<file path="config.mk">
export PLATFORM = sky130hd
export DESIGN_NAME = vc_controller
export DESIGN_NICKNAME = d
export VERILOG_FILES = /design/src/rtl/vc_controller.sv
export SDC_FILE = /design/constraint.sdc
export NUM_CORES = 1
export LEC_CHECK = 0
export CAP_MARGIN = 10
export CORE_UTILIZATION = 48
export DETAILED_ROUTE_END_ITERATION = 12
export HOLD_SLACK_MARGIN = 0.15
export MAX_ROUTING_LAYER = met4
export PLACE_DENSITY = 0.81
export SETUP_SLACK_MARGIN = 0.2
export SLEW_MARGIN = 20
export SYNTH_ARGS = -nofsm -noshare
export SYNTH_HDL_FRONTEND = slang
export SYNTH_SLANG_ARGS = --single-unit
export TNS_END_PERCENT = 5
</file>
<file path="constraint.sdc">
create_clock -name clk -period 2.96 [get_ports clk]
set_input_delay 0.888 -clock clk [delete_from_list [all_inputs] [get_ports clk]]
set_output_delay 0.888 -clock clk [all_outputs]
set_load 0.005 [all_outputs]
</file>
<file path="src/rtl/vc_controller.sv">
// ============================================================================
// Module   : vc_controller
// Brief    : 8-way victim-cache control FSM with a true-LRU stack and per-way
//            valid/dirty tracking. Define VC_PERF_CNT_EN for hit/miss counters.
// Revision : 1.0 - initial release
// ============================================================================
`default_nettype none

module vc_controller #(
  parameter int WAY_W = 3
) (
  input  logic                          clk,
  input  logic                          reset_n,
  input  logic                          l1_req,
  input  logic                          l1_evict_valid,
  input  logic                          l1_evict_dirty,
  output logic                          l1_resp,
  output logic                          l1_fill_from_vc,
  input  logic                          vc_hit,
  input  logic [WAY_W-1:0]              vc_hit_way,
  output logic [WAY_W-1:0]              sel_way,
  output logic                          load_entry,
  output logic [WAY_W*(2**WAY_W)-1:0]   lru_stack,
  output logic                          pmem_read,
  output logic                          pmem_write,
  output logic                          pmem_addr_sel,
  input  logic                          pmem_resp,
  output logic [31:0]                   hit_count,
  output logic [31:0]                   miss_count
);

  localparam int c_num_ways = 2**WAY_W;
  localparam int c_lru_w    = WAY_W * c_num_ways;

  typedef enum logic [2:0] {
    IDLE   = 3'd0,
    LOOKUP = 3'd1,
    SWAP   = 3'd2,
    FETCH  = 3'd3,
    WB     = 3'd4,
    INSERT = 3'd5,
    RESP   = 3'd6
  } state_t;

  state_t                  r_state;
  state_t                  w_next_state;
  logic [WAY_W-1:0]        r_victim;
  logic                    r_from_vc;
  logic [c_num_ways-1:0]   r_valid;
  logic [c_num_ways-1:0]   r_dirty;
  logic [c_lru_w-1:0]      r_lru;

  // Stack slot p holds way p, so way 0 starts as LRU.
  function automatic logic [c_lru_w-1:0] f_lru_init();
    logic [c_lru_w-1:0] r;
    r = '0;
    for (int p = 0; p < c_num_ways; p++) r[p*WAY_W +: WAY_W] = WAY_W'(p);
    return r;
  endfunction

  function automatic logic [c_lru_w-1:0] f_to_mru(input logic [c_lru_w-1:0] s,
                                                  input logic [WAY_W-1:0]   w);
    logic [c_lru_w-1:0] r;
    logic               found;
    r     = s;
    found = 1'b0;
    for (int p = 0; p < c_num_ways-1; p++) begin
      if (s[p*WAY_W +: WAY_W] == w) found = 1'b1;
      if (found) r[p*WAY_W +: WAY_W] = s[(p+1)*WAY_W +: WAY_W];
    end
    r[c_lru_w-1 -: WAY_W] = w;
    return r;
  endfunction

  function automatic logic [c_lru_w-1:0] f_to_lru(input logic [c_lru_w-1:0] s,
                                                  input logic [WAY_W-1:0]   w);
    logic [c_lru_w-1:0] r;
    logic               found;
    r     = s;
    found = 1'b0;
    for (int p = c_num_ways-1; p > 0; p--) begin
      if (s[p*WAY_W +: WAY_W] == w) found = 1'b1;
      if (found) r[p*WAY_W +: WAY_W] = s[(p-1)*WAY_W +: WAY_W];
    end
    r[WAY_W-1:0] = w;
    return r;
  endfunction

  always_ff @(posedge clk or negedge reset_n) begin
    if (!reset_n) begin
      r_state   <= IDLE;
      r_victim  <= '0;
      r_from_vc <= 1'b0;
      r_valid   <= '0;
      r_dirty   <= '0;
      r_lru     <= f_lru_init();
    end else begin
      r_state <= w_next_state;
      case (r_state)
        LOOKUP: r_victim <= vc_hit ? vc_hit_way : r_lru[WAY_W-1:0];
        SWAP: begin
          r_from_vc <= 1'b1;
          if (l1_evict_valid) begin
            r_valid[r_victim] <= 1'b1;
            r_dirty[r_victim] <= l1_evict_dirty;
            r_lru             <= f_to_mru(r_lru, r_victim);
          end else begin
            r_valid[r_victim] <= 1'b0;
            r_dirty[r_victim] <= 1'b0;
            r_lru             <= f_to_lru(r_lru, r_victim);
          end
        end
        FETCH: r_from_vc <= 1'b0;
        INSERT: begin
          r_valid[r_victim] <= 1'b1;
          r_dirty[r_victim] <= l1_evict_dirty;
          r_lru             <= f_to_mru(r_lru, r_victim);
        end
        default: ;
      endcase
    end
  end

  // Strobes decode from the state register only, so an async reset drops them at once.
  always_comb begin
    w_next_state    = r_state;
    l1_resp         = 1'b0;
    l1_fill_from_vc = 1'b0;
    load_entry      = 1'b0;
    pmem_read       = 1'b0;
    pmem_write      = 1'b0;
    pmem_addr_sel   = 1'b0;
    case (r_state)
      IDLE:   if (l1_req) w_next_state = LOOKUP;
      LOOKUP: w_next_state = vc_hit ? SWAP : FETCH;
      SWAP: begin
        l1_fill_from_vc = 1'b1;
        load_entry      = l1_evict_valid;
        w_next_state    = RESP;
      end
      FETCH: begin
        pmem_read = 1'b1;
        if (pmem_resp) begin
          if (!l1_evict_valid)                         w_next_state = RESP;
          else if (r_valid[r_victim] && r_dirty[r_victim]) w_next_state = WB;
          else                                         w_next_state = INSERT;
        end
      end
      WB: begin
        pmem_write    = 1'b1;
        pmem_addr_sel = 1'b1;
        if (pmem_resp) w_next_state = INSERT;
      end
      INSERT: begin
        load_entry   = 1'b1;
        w_next_state = RESP;
      end
      RESP: begin
        l1_resp         = 1'b1;
        l1_fill_from_vc = r_from_vc;
        w_next_state    = IDLE;
      end
      default: w_next_state = IDLE;
    endcase
  end

  assign sel_way   = r_victim;
  assign lru_stack = r_lru;

`ifdef VC_PERF_CNT_EN
  logic [31:0] r_hit_cnt;
  logic [31:0] r_miss_cnt;

  always_ff @(posedge clk or negedge reset_n) begin
    if (!reset_n) begin
      r_hit_cnt  <= '0;
      r_miss_cnt <= '0;
    end else if (r_state == LOOKUP) begin
      if (vc_hit) begin
        if (r_hit_cnt != 32'hFFFF_FFFF) r_hit_cnt <= r_hit_cnt + 32'd1;
      end else begin
        if (r_miss_cnt != 32'hFFFF_FFFF) r_miss_cnt <= r_miss_cnt + 32'd1;
      end
    end
  end

  assign hit_count  = r_hit_cnt;
  assign miss_count = r_miss_cnt;
`else
  assign hit_count  = 32'd0;
  assign miss_count = 32'd0;
`endif

endmodule

`default_nettype wire

</file>
==> impl_results.md <==
- Leak: 1.77 nW
- Kind of end point of the critical path: output pin
- CP peak stage delay: 0.53 ns
- Final wirelength: 8330 um
- Sequential-to-total area share from yosys stat: 0.325
- Synth top area share: 0.239
- Reg clk slew, reported paths: 0.10 ns
- Critical-path top delay cell: clkdlybuf4s50_1
- Antenna violations before repair: 0
- Max Slew Vio Count: 0
- Worst setup SP type: register
- Num CTS Buffers: 5
- Area Growth Syn to Fin: 12.9%
- Sink Count: 47
- Commonest non-fill, non-tap cells in the layout: conb_1, clkdlybuf4s50_1, dfrtp_1
- I/O Pins: 107
- Fin crit period: 2.73 ns
- Mean routed wirelength per cell: 15.1 um
- Total grt overflow: 0
- Final setup vio count: 0
- CP cell instances: and3b_2 > nor2_1 > nor2_1 > clkdlybuf4s50_1
- Max Buffers Root-to-Sink: 2
- Worst reg2reg path endpoint: lru_stack[4]
- Worst EP arrival: 1.84 ns
- Nets: 464
- Power per cell area: 1140 mW/mm2
- Largest net degree at the start of global routing: 29
- VDD IR max: 446 uV
- Synth Register Bits: 47
- Via density per instance: 5.52
- Commonest non-fill, non-tap cell in the layout: conb_1
- Port buffer count: 42
- Final Hold Viols: 0
- Bufs and invs on worst path: 1
- CP Data Required Time: 2.07 ns
- First-pass GRT wire length: 13900 um
- DRC: 0
- GRT Total Usage: 0.234
- DP Cell Count: 542
- Worst setup margin: 0.228 ns
- Synth async-reset ratio: 1.00
- Vias in the first global route: 2817
- Initial Utilization: 0.500
- TritonRoute pass-1 iters: 5
- Crit Path Class: register to output pin
- Finished Layout Cells: 552
- Final Util: 0.564
- Dpl hpwl: 6160 um
- Critical path's top delay family: simple AND/OR/NAND/NOR gates
- Clock root buffer: clkbuf_8
- Distinct cells, synth: 50
- Mapped Area: 0.00367 mm2
- Area contributors post-synth: dfrtp_1, buf_4, dfstp_2, mux2_2, mux2i_1
- Latest clock arrival within the worst-skew pair: 0.31 ns
- Area of the multi-input gates: 0.00212 mm2
- Hold crit path type: input pin to async pin
- Final worst-path cycle share: 0.923
- Initial DRC Count: 217
- Critical path origin: r_state[1]
- Max frequency: 366 MHz
- Setup slack after placement: -0.206 ns
- Die ar.: 0.00799 mm2
- Critical R2R Launch: lru_stack[10]
- Core area: 0.00733 mm2
- Fillers: 653
- Placed Instance Area: 0.00401 mm2
- Critical Path Most Common Cell: nor2_1
- Worst rel slew slack: 0.561
- Slew of the pin with the lowest slew margin: 0.658 ns
- Ys flop type: dfrtp_1
- TritonCTS clock tree: done
- H-tree levels: 2
- Ratio of cells with drive above 1 in the final layout: 0.181
- Diode count: 0
- Register area: 0.00119 mm2
- Yosys warns: 0
- Reg2reg setup slack: 0.49 ns
- Number of synthesized flops with an enable pin: 0
- Die Width: 89.4 um
- Worst hold slack: 0.496 ns
- Hold-fix buffers, CTS: 0
- Max cap viols: 0
- Worst Reg-to-Reg Cells: 5
- Routed Antenna Nets: 0
- RSZ-0062 raised after global routing: yes
- Worst Skew: 0.0154 ns
- Placer Congestion: 0.829
- DR vias: 3045
- Number of placement rows: 31
- DIE HEIGHT: 89.4 um
- Dominant cell type by area after synthesis: dfrtp_1
- Design area: 0.00414 mm2
- Status: finished clean
- Avg Cell Area, Syn: 9.05 um2
- Gate Count Post-Synth: 405
- CP Max Fanout: 5
[per-stage QoR]
step                      setup TNS [ns]  total power, mW
after floorplan                        0             3.34
after global placement             -1.30             4.14
after detailed placement           -1.96             4.26
after CTS                              0             4.68
after global routing                   0             5.15
final                                  0             4.71
[worst max-delay path by stage]
stage | end | slack, ns | depth (start not counted)
after global placement | lru_stack[8] | -0.14 | 6
after floorplan | lru_stack[6] | 0.21 | 7
after global routing | load_entry | 0.16 | 4
after detailed placement | lru_stack[6] | -0.21 | 6
after CTS | pmem_addr_sel | 0.18 | 4
final | load_entry | 0.23 | 4
[kinds of logic after synthesis]
logic type	Yosys count	synth area share
and+or+nand+nor	100	0.135
buffers and inverters	92	0.168
AOI/OAI and AO/OA	91	0.158
muxes	48	0.148
DFF	47	0.325
xor gates and xnor gates	24	0.0573
adders and majority gates	2	0.00682
other	1	0.00102
[what timing repair did]
item	CTS	global route
setup endpoints to repair	15	5
pin swaps	0	0
gates resized for setup	6	4
setup buffers	0	2
[where the power goes]
group | leakage (nW) | switching (mW) | internal, mW
clock network | 0.0454 | 0.224 | 0.170
registers | 0.543 | 0.416 | 1.01
logic | 1.18 | 1.43 | 1.46
[worst register-to-register path, cell delays in order, from the launching register on]
cell	delay (ns)
dfstp_2	0.61
xor2_1	0.10
or3_1	0.52
and3_1	0.34
a31oi_1	0.42
mux2_2	0.38
[cells in the mapped netlist, types with 3 or more instances]
cell       instances
a211o_1            3
a21boi_0           3
a21oi_1           20
a2bb2oi_1          3
a31oi_1            4
and3_1            10
buf_2              9
buf_4             67
clkbuf_1          11
dfrtp_1           35
dfstp_2           12
inv_1              3
mux2_1             6
mux2_2            24
mux2i_1           16
nand2_1           15
nand2b_1           7
nand3_1           13
nand3b_1           3
nor2_1            35
nor2b_1            3
nor3_1             6
o211ai_1           5
o21ai_0           26
o22ai_1            6
o31ai_1            6
xnor2_1           15
xor2_1             9
[routing by layer]
layer	up-vias	wire (um)	part of all wire	global-route usage
li1	1402	-	-	-
met1	1461	3730	0.45	0.307
met2	159	3940	0.47	0.377
met3	23	471	0.057	0.0314
met4	0	182	0.022	0.0722
met5	-	0	0	-
[cell type report]
type,instances,area share
clock inverter,2,0.00423
timing repair buffer,66,0.144
tap,99,0.0299
multi-input combinational,329,0.513
sequential,47,0.288
inverter,3,0.00272
clock buffer,6,0.0175
Note: power is estimated with default switching activity, not from simulation.
